`config.mk`:
```
export PLATFORM = sky130hd
export DESIGN_NAME = matrix_product_accumulator
export DESIGN_NICKNAME = d
export VERILOG_FILES = /design/src/rtl/matrix_product_accumulator_pkg.sv /design/src/rtl/matrix_product_accumulator_index_counter.sv /design/src/rtl/matrix_product_accumulator.sv
export SDC_FILE = /design/constraint.sdc
export NUM_CORES = 1
export LEC_CHECK = 0
export CORE_ASPECT_RATIO = 0.5
export CORE_MARGIN = 2
export CORE_UTILIZATION = 44
export DETAILED_ROUTE_END_ITERATION = 8
export PLACE_DENSITY = 0.83
export SYNTH_ARGS = -nofsm -noshare
export SYNTH_HDL_FRONTEND = slang
export SYNTH_SLANG_ARGS = --single-unit
export TNS_END_PERCENT = 30
```
`constraint.sdc`:
```
create_clock -name clk_i -period 2.1 [get_ports clk_i]
set_clock_uncertainty 0.15 [all_clocks]
set_input_delay 0.315 -clock clk_i [delete_from_list [all_inputs] [get_ports clk_i]]
set_output_delay 0.315 -clock clk_i [all_outputs]
set_load 0.01 [all_outputs]
```
`src/rtl/matrix_product_accumulator_pkg.sv`:
```
// Shared constants and width helpers for the matrix product accumulator.
package matrix_product_accumulator_pkg;

    // Product width coming out of the 4x4 unsigned multiplier.
    localparam int unsigned ProdWidth = 8;

    // Default matrix dimension.
    localparam int unsigned DefaultN = 2;

    // Width of an index counter; a 1x1 matrix still gets one bit.
    function automatic int unsigned idx_width(input int unsigned n);
        return (n < 2) ? 1 : $clog2(n);
    endfunction

    // Accumulator width: N products of ProdWidth bits can never overflow it.
    function automatic int unsigned acc_width(input int unsigned n);
        return ProdWidth + $clog2(n);
    endfunction

endpackage

```
`src/rtl/matrix_product_accumulator_index_counter.sv`:
```
// Nested k/j/i wrap counter walking the product stream in i-outer, j-middle, k-inner order.
module matrix_product_accumulator_index_counter
    import matrix_product_accumulator_pkg::*;
#(
    parameter int unsigned N = DefaultN,
    localparam int unsigned IdxW = idx_width(N)
) (
    input  logic            clk_i,
    input  logic            rst_ni,
    input  logic            advance_i,
    input  logic            clr_i,
    output logic [IdxW-1:0] k_o,
    output logic [IdxW-1:0] j_o,
    output logic [IdxW-1:0] i_o,
    output logic            k_last_o,
    output logic            elem_last_o
);

    localparam logic [IdxW-1:0] IdxMax = IdxW'(N - 1);

    logic [IdxW-1:0] k_q, k_d;
    logic [IdxW-1:0] j_q, j_d;
    logic [IdxW-1:0] i_q, i_d;

    // Next-state: k steps every advance, j on k wrap, i on j wrap.
    always_comb begin
        k_d = k_q;
        j_d = j_q;
        i_d = i_q;
        if (clr_i) begin
            k_d = '0;
            j_d = '0;
            i_d = '0;
        end else if (advance_i) begin
            if (k_q == IdxMax) begin
                k_d = '0;
                if (j_q == IdxMax) begin
                    j_d = '0;
                    i_d = (i_q == IdxMax) ? '0 : i_q + 1'b1;
                end else begin
                    j_d = j_q + 1'b1;
                end
            end else begin
                k_d = k_q + 1'b1;
            end
        end
    end

    // Index state registers.
    always_ff @(posedge clk_i or negedge rst_ni) begin
        if (!rst_ni) begin
            k_q <= '0;
            j_q <= '0;
            i_q <= '0;
        end else begin
            k_q <= k_d;
            j_q <= j_d;
            i_q <= i_d;
        end
    end

    assign k_o         = k_q;
    assign j_o         = j_q;
    assign i_o         = i_q;
    assign k_last_o    = (k_q == IdxMax);
    assign elem_last_o = (i_q == IdxMax) && (j_q == IdxMax);

endmodule

```
`src/rtl/matrix_product_accumulator.sv`:
```
// Sums N consecutive element products into one C[i][j] and hands it out over valid/ready.
module matrix_product_accumulator
    import matrix_product_accumulator_pkg::*;
#(
    parameter int unsigned N = DefaultN,
    parameter int unsigned PROD_W = ProdWidth,
    localparam int unsigned AccW = acc_width(N),
    localparam int unsigned IdxW = idx_width(N)
) (
    input  logic              clk_i,
    input  logic              rst_ni,
    input  logic              clr_i,
    input  logic              in_valid_i,
    output logic              in_ready_o,
    input  logic [PROD_W-1:0] in_prod_i,
    output logic              out_valid_o,
    input  logic              out_ready_i,
    output logic [AccW-1:0]   out_data_o,
    output logic [IdxW-1:0]   out_row_o,
    output logic [IdxW-1:0]   out_col_o,
    output logic              out_last_o,
    output logic              busy_o
);

    logic [IdxW-1:0] k, j, i;
    logic            k_last, elem_last;
    logic            accept;
    logic [AccW-1:0] prod_ext;

    logic [AccW-1:0] acc_q, acc_d;
    logic            out_valid_q, out_valid_d;
    logic [AccW-1:0] out_data_q, out_data_d;
    logic [IdxW-1:0] out_row_q, out_row_d;
    logic [IdxW-1:0] out_col_q, out_col_d;
    logic            out_last_q, out_last_d;

    // Stall the input whenever a held element cannot leave, even if this product would not
    // complete one; keeps the control a single combinational term.
    assign in_ready_o = !out_valid_q || out_ready_i;
    assign accept     = in_valid_i && in_ready_o;
    assign prod_ext   = AccW'(in_prod_i);

    matrix_product_accumulator_index_counter #(
        .N(N)
    ) u_index_counter (
        .clk_i       (clk_i),
        .rst_ni      (rst_ni),
        .advance_i   (accept && !clr_i),
        .clr_i       (clr_i),
        .k_o         (k),
        .j_o         (j),
        .i_o         (i),
        .k_last_o    (k_last),
        .elem_last_o (elem_last)
    );

    // Next-state for accumulator and output slot; a completion overrides a same-cycle drain.
    always_comb begin
        acc_d       = acc_q;
        out_valid_d = out_valid_q;
        out_data_d  = out_data_q;
        out_row_d   = out_row_q;
        out_col_d   = out_col_q;
        out_last_d  = out_last_q;
        if (clr_i) begin
            acc_d       = '0;
            out_valid_d = 1'b0;
            out_data_d  = '0;
            out_row_d   = '0;
            out_col_d   = '0;
            out_last_d  = 1'b0;
        end else begin
            if (out_valid_q && out_ready_i) begin
                out_valid_d = 1'b0;
            end
            if (accept) begin
                if (k_last) begin
                    out_data_d  = acc_q + prod_ext;
                    out_row_d   = i;
                    out_col_d   = j;
                    out_last_d  = elem_last;
                    out_valid_d = 1'b1;
                end else begin
                    acc_d = (k == '0) ? prod_ext : acc_q + prod_ext;
                end
            end
        end
    end

    // Accumulator and output slot registers.
    always_ff @(posedge clk_i or negedge rst_ni) begin
        if (!rst_ni) begin
            acc_q       <= '0;
            out_valid_q <= 1'b0;
            out_data_q  <= '0;
            out_row_q   <= '0;
            out_col_q   <= '0;
            out_last_q  <= 1'b0;
        end else begin
            acc_q       <= acc_d;
            out_valid_q <= out_valid_d;
            out_data_q  <= out_data_d;
            out_row_q   <= out_row_d;
            out_col_q   <= out_col_d;
            out_last_q  <= out_last_d;
        end
    end

    assign out_valid_o = out_valid_q;
    assign out_data_o  = out_data_q;
    assign out_row_o   = out_row_q;
    assign out_col_o   = out_col_q;
    assign out_last_o  = out_last_q;
    assign busy_o      = (k != '0) || (j != '0) || (i != '0);

endmodule

```
# Word-level counts from Yosys, hierarchy flattened

Cells that the tools add are included.

Add/subtract/negate cells: 4
Equality and inequality tests: 1
Multiplexer cells: 31
Reductions and logical operators: 17

Operators by type and width:

| kind                                         | count |
|---|---|
| 9-bit two-way mux                            | 6 |
| 1-bit two-way mux                            | 25 |
| 9-bit by 8-bit adder with 9-bit output       | 1 |
| 2-bit nonzero test                           | 4 |
| 2-bit AND reduction                          | 3 |
| 1-bit logical AND                            | 4 |
| 1-bit adder, second input constant           | 3 |
| 1-bit logical OR                             | 3 |
| 3-bit AND reduction                          | 1 |
| 1-bit zero test                              | 2 |
| 2-bit inequality test, second input constant | 1 |

Register bits after elaboration: 25
Input bits: 13

# Longest topological paths before layout

Gate-level depths: netlist of run 1.

Depth after elaboration: 6
Depth in mapped cells: 7

# By module

From an unflattened synthesis of run 1, not the netlist that was laid out.

Cells, all modules: 129
Area total of the unflattened synthesis: 1,397.6 sq um

By module, submodules not included:

| module                                   | times used | cells each | area an instance (sq um) | sequential area each (sq um) |
|---|---|---|---|---|
| matrix_product_accumulator               | 1          | 115        | 1,237.4                  | 550.5 |
| matrix_product_accumulator_index_counter | 1          | 14         | 160.2                    | 75.1 |

# Worst setup path after synthesis of run 1

OpenSTA, ideal clock, no wires.

Path type: reg2reg
Start: reg acc_q[0]
End: reg out_data_q[8], in the netlist out_data_o[8]
Setup time: 123 ps
Arrival time: 1,732 ps
Required time: 1,827 ps
Slack: 95 ps
Cell stages (with the launch flop): 8
Clock period less this slack: 2,005 ps
Cells stage by stage: dfrtp_1 ha_1 fa_1 a211oi_1 o21ai_1 and3_1 o21ai_1 a21oi_1

Longest elaborated chain between the ends: 4

RTL lines:

| item                                   | line                              | source |
|---|---|---|
| from (decl)                            | matrix_product_accumulator.sv:30  | `logic [AccW-1:0] acc_q, acc_d;` |
| from (signal assigned)                 | matrix_product_accumulator.sv:93  | `acc_q <= '0;` |
| from (signal assigned)                 | matrix_product_accumulator.sv:100 | `acc_q <= acc_d;` |
| 9-bit by 8-bit adder with 9-bit output | -                                 |  |
| 9-bit two-way mux                      | matrix_product_accumulator.sv:77  | `if (k_last) begin` |
| 9-bit two-way mux                      | matrix_product_accumulator.sv:76  | `if (accept) begin` |
| 9-bit two-way mux                      | matrix_product_accumulator.sv:65  | `if (clr_i) begin` |
| to (signal assigned)                   | matrix_product_accumulator.sv:102 | `out_data_q <= out_data_d;` |
| to (decl)                              | matrix_product_accumulator.sv:32  | `logic [AccW-1:0] out_data_q, out_data_d;` |

Every way passes these cells. The select of a mux whose other input is x is not followed.
A chain may end at the register's enable or synchronous reset.

# Worst setup path after layout of run 1

Start: reg u_index_counter.k_q, in the netlist u_index_counter.k_last_o
End: out busy_o

Longest elaborated chain between the ends: 2

RTL lines:

| item                          | line                                           | source |
|---|---|---|
| from (decl)                   | matrix_product_accumulator_index_counter.sv:21 | `logic [IdxW-1:0] k_q, k_d;` |
| from (signal assigned)        | matrix_product_accumulator_index_counter.sv:56 | `k_q <= k_d;` |
| 1-bit logical OR (2 in a row) | matrix_product_accumulator.sv:114              | `assign busy_o = (k != '0) \|\| (j != '0) \|\| (i != '0);` |
| to (decl)                     | matrix_product_accumulator.sv:22               | `output logic busy_o` |

Every way passes these cells.

==> results of run 1 <==
## metal layers
metal  share of wire [%]  vias to the layer above  global-route usage, %
met1                  48                      459                   21.3
met2                  48                       16                   29.1
met3                 3.4                        4                   4.57
met5                   0                        -                      0
li1                    -                      483                      -
met4                0.88                        0                   2.07
## final timing paths
path	slack, ns	startpoint	endpoint	depth (start not counted)
max in group asynchronous	1.31	rst_ni	u_index_counter.k_last_o	2
max	0.05	u_index_counter.k_last_o	busy_o	2
min in group clk_i	0.30	in_prod_i[1]	acc_q[1]	2
min reg2reg	0.34	out_data_o[3]	out_data_o[3]	2
min	0.23	rst_ni	out_data_o[3]	2
max reg2reg	0.18	acc_q[0]	out_data_o[8]	7
## sequential cells by signal, indices dropped and copies added, names as in the netlist
signal,flops
u_index_counter.k_last_o,1
u_index_counter.j_o,1
out_col_o,1
u_index_counter.i_o,1
acc_q,8
out_data_o,9
out_row_o,1
out_last_o,1
out_valid_o,1
## cell families after synthesis
group	Yosys count	share of synthesized area, %
adders and majority gates	9	9.75
xor gates and xnor gates	6	4.26
AOI/OAI and AO/OA	38	23.9
buffers and inverters	3	1.42
DFF	24	48.7
and+or+nand+nor	27	12.0
## placed cells by master (no fill, tap or decap), drive strengths merged, types with 4 or more instances in the layout
master,instances
o21ai,7
a22o,15
xnor2,4
ha,8
nand2,6
a21oi,8
nor2,10
dfrtp,24
clkbuf,4
buf,13
clkdlybuf4s50,26
## synth_stat cells (3+ instances only)
cell type / n / area, um2
dfrtp_1: 24 / 601
a22o_1: 15 / 131
a21oi_1: 8 / 40.0
ha_1: 8 / 100
nor2_1: 8 / 30.0
nand2_1: 5 / 18.8
o21ai_1: 5 / 25.0
xnor2_1: 4 / 35.0
o31ai_1: 3 / 22.5
## worst register-to-register path, cell delays in order (launching register included)
cell      delay [ns]
dfrtp_1         0.39
ha_2            0.20
fa_2            0.34
a211oi_2        0.25
o21ai_1         0.10
and3_1          0.19
o21ai_1         0.11
a21oi_1         0.07
## layout make-up
cell class,count,share of cell area [%]
Sequential cell,24,35.2
Clock buffer,4,3.22
Multi-Input combinational cell,80,37.2
Timing Repair Buffer,40,21.7
Tap cell,37,2.71
## power breakdown
| group | internal (W) | switching (W) | total (W) |
|---|---|---|---|
| Clock | 0.000168 | 0.000152 | 0.000320 |
| Combinational | 0.000142 | 0.000123 | 0.000266 |
| Sequential | 0.000490 | 0.0000207 | 0.000511 |
## stage by stage
step           hold WS (ns)  total power (W)  setup slack [ns]  instances
2_1_floorplan        -0.131         0.000658            0.0949        107
4_1_cts               0.255          0.00109            0.0235        185
3_5_place_dp          0.324         0.000777            -0.322        181
3_3_place_gp          0.317         0.000773            -0.292        181
6_report              0.234          0.00110            0.0474        185
5_1_grt               0.260          0.00116          0.000387        185
## repair_timing
item | CTS | global route
hold buffers | 0 | 0
setup endpoints to repair | 2 | 5
pin swaps | 0 | 4
resized for setup | 1 | 5
==> impl_metrics.json, run 1 <==
{
  "synth.net_count": 129,
  "synth_flop_cell": "dfrtp_1",
  "tightest_slew_ns": 0.555,
  "cts-buffers-inserted": 3,
  "antenna_found_initial": 0,
  "fin_util_pct": 64.9,
  "die_w_um": 78.8,
  "ios": 28,
  "dr.first_iter.drc_count": 37,
  "wl_um": 2500,
  "drc": 0,
  "core_area_um2": 2640,
  "crit_buf_inv": 1,
  "portBuffers": 27,
  "slowest_stage": "clkdlybuf4s50_1",
  "outcome": "finished clean",
  "wl_per_cell_um": 13.5,
  "viasPerCell": 5.20,
  "min_period_ns": 2.05,
  "ys_async_sr_fraction_pct": 100,
  "drive_above_1_share_pct": 21.6,
  "rsz0062_at_grt": "false",
  "first_global_vias": 952,
  "htree_levels": 1,
  "syn_inst": 107,
  "synth_area_per_cell_um2": 11.5,
  "fmax_mhz": 487,
  "cts.path.max_buffers": 2,
  "grt_pass1_wl_um": 4180,
  "start_util_pct": 46.8,
  "startpoint_type": "flop",
  "insertion_delay_ns": 0.27,
  "die-area_um2": 3270,
  "grt_max_degree": 25,
  "cts_tree": "built",
  "path_delay_family": "buffers and inverters",
  "tns_ns": 0,
  "end_kind": "primary output",
  "min_period_over_period_pct": 97.7,
  "crit_arrival_ns": 1.59,
  "antenna_left": 0,
  "max_stage_delay_ns": 0.48,
  "fin_area_um2": 1710,
  "cts-root-buf": "clkbuf_8",
  "postPlaceCellArea_um2": 1630,
  "fillerInstances": 197,
  "overflow": 0,
  "final_nets": 171,
  "route.vias.total": 962,
  "clkSinkCount": 24,
  "path_class": "reg -> out",
  "setup_viol": 0,
  "ys_warn_count": 0,
  "hold_viol_final": 0,
  "ys_types": 31,
  "synth_seq_area_share_pct": 48.7,
  "slew_violations": 0,
  "peakVddDrop_uv": 284,
  "path_cells": "or3_1 > clkdlybuf4s50_1",
  "gp_congestion": 0.805,
  "cp_max_fo": 6,
  "synth_area_um2": 1230,
  "syn_to_final_growth_pct": 38.8,
  "power.density_nw_per_um2": 641,
  "p_leak_nw": 0.769,
  "firstDrtPassIters": 4,
  "antenna_cells": 0,
  "cts_setup_buffers": 0,
  "multiInputGateArea_um2": 637,
  "maxCapViolCount": 0,
  "clk_pin_slew_ns": 0.08,
  "seqCellArea_um2": 602,
  "grt_use_total_pct": 16.5,
  "max-slew-margin-rel_pct": 63.0,
  "synth-edff-count": 0,
  "min_path_type": "in -> async",
  "dp.final_hpwl_um": 1790,
  "fp-row-count": 13,
  "die_h_um": 41.4,
  "required_ns": 1.63,
  "synth_seq_cells": 24
}
(Power assumes the default switching activity.)
==> inputs of run 2 (changes only) <==
CTS_CLUSTER_SIZE = 14   (was default)
==> results of run 2 <==
No change in the layout: final DEF, timing and power equal those of run 1.
==> inputs of run 3 (changes only) <==
SKIP_LAST_GASP = 1   (was default)
==> run 3 against run 2 <==
  * Worst hold slack about the same
  * Core utilization is essentially flat
  * Sequential share of layout area barely moved
  * Critical path depth stayed put
  * Power is essentially flat
  * Wire length increased by 0.16%
  * Global-route usage unchanged
  * Register-to-register slack gained 0.02 ns
  * Via count stayed put
  * Die area did not move
  * Sequential power hardly changed
==> impl_metrics.json, run 3 (synthesis results as in run 1) <==
{
  "outcome": "finished clean",
  "gp_congestion": 0.805,
  "tightest_slew_ns": 0.555,
  "antenna_cells": 0,
  "start_util_pct": 46.8,
  "r2r_start": "acc_q[0]",
  "cts_setup_buffers": 0,
  "die_w_um": 78.8,
  "p_leak_nw": 0.770,
  "cts-root-buf": "clkbuf_8",
  "power.density_nw_per_um2": 641,
  "fmax_mhz": 484,
  "r2r-end": "out_data_o[8]",
  "setup_slack_ns": 0.0348,
  "mostFrequentLayoutCells": "26 x clkdlybuf4s50_1, 24 x dfrtp_1, 15 x a22o_1",
  "route.vias.total": 962,
  "cts_tree": "built",
  "rsz0062_at_grt": "true",
  "min_period_ns": 2.07,
  "fin_area_um2": 1710,
  "die-area_um2": 3270,
  "min_path_type": "in -> async",
  "syn_to_final_growth_pct": 38.7,
  "final_nets": 171,
  "peakVddDrop_uv": 285,
  "htree_levels": 1,
  "max-slew-margin-rel_pct": 63.0,
  "core_area_um2": 2640,
  "drive_above_1_share_pct": 20.9,
  "fp-row-count": 13,
  "cp_max_fo": 6,
  "min_period_over_period_pct": 98.3,
  "postPlaceCellArea_um2": 1630,
  "insertion_delay_ns": 0.27,
  "tns_ns": 0,
  "path_class": "reg -> out",
  "crit_arrival_ns": 1.60,
  "drc": 0,
  "wl_um": 2500,
  "cts_hold_buffers": 0,
  "grt_use_total_pct": 16.5,
  "cts.path.max_buffers": 2,
  "final_common_cell": "clkdlybuf4s50_1",
  "portBuffers": 27,
  "cts-buffers-inserted": 3,
  "die_h_um": 41.4,
  "clk_pin_slew_ns": 0.08,
  "firstDrtPassIters": 4,
  "slew_violations": 0,
  "overflow": 0,
  "wl_per_cell_um": 13.5,
  "antenna_found_initial": 0,
  "grt_pass1_wl_um": 4180,
  "largest_reg_flops": 9,
  "viasPerCell": 5.20,
  "required_ns": 1.63,
  "hold_viol_final": 0,
  "antenna_left": 0,
  "r2r_setup_slack_ns": 0.20,
  "dr.first_iter.drc_count": 20,
  "ios": 28,
  "dp.final_hpwl_um": 1790,
  "first_global_vias": 952,
  "post-place-ws_ns": -0.322,
  "startpoint_type": "flop",
  "end_kind": "primary output",
  "fin_util_pct": 64.9,
  "grt_max_degree": 25,
  "maxCapViolCount": 0,
  "clkSinkCount": 24,
  "setup_viol": 0,
  "reg2reg_depth": 7
}
## run 3: cell counts in the layout (fill, tap and decap cells not counted)
Identical to the previous run, type by type.
## run 3: worst max-delay path: stages (launching register included)
cell,delay (ns)
dfrtp_1,0.45
or3_1,0.39
clkdlybuf4s50_1,0.48
## run 3: cell type report
cell class | count | area [um2]
flip-flops and latches | 24 | 601
clock buffers | 4 | 55.1
multi-input cells | 80 | 637
fillers | 198 | 926
well taps | 37 | 46.3
repair buffers | 40 | 370
## run 3: routing by layer
layer | GRT usage (%) | part of all wire [%] | vias up
li1 | - | - | 483
met1 | 21.3 | 48 | 459
met2 | 29.1 | 48 | 16
met3 | 4.57 | 3.4 | 4
met4 | 2.07 | 0.88 | 0
met5 | 0 | 0 | -
## run 3: worst max-delay path by stage
stage / start / cells past startpoint / endpoint / slack (ns)
2_1_floorplan: acc_q[0] / 7 / out_data_o[8] / 0.09
3_3_place_gp: in_prod_i[0] / 8 / out_data_o[8] / -0.29
3_5_place_dp: in_prod_i[0] / 8 / out_data_o[8] / -0.32
4_1_cts: in_prod_i[0] / 8 / out_data_o[8] / 0.02
5_1_grt: u_index_counter.k_last_o / 2 / busy_o / -0.02
6_report: u_index_counter.k_last_o / 2 / busy_o / 0.03
## run 3: power by group
group | internal, W | switching, W
Combinational | 0.000142 | 0.000123
Sequential | 0.000489 | 0.0000207
Clock | 0.000168 | 0.000152
## run 3: per-stage QoR
stage | instances | hold slack (ns) | power, W
final | 185 | 0.234 | 0.00110
after global routing | 185 | 0.260 | 0.00116
after CTS | 185 | 0.255 | 0.00109
after detailed placement | 181 | 0.324 | 0.000777
after global placement | 181 | 0.317 | 0.000773
after floorplan | 107 | -0.131 | 0.000658
## run 3: repair_timing
item,4_1_cts,5_1_grt
pin swaps,0,3
gates resized for setup,1,4
cloned,0,0
endpoints found under the hold margin,0,0
endpoints found under the setup margin,2,5
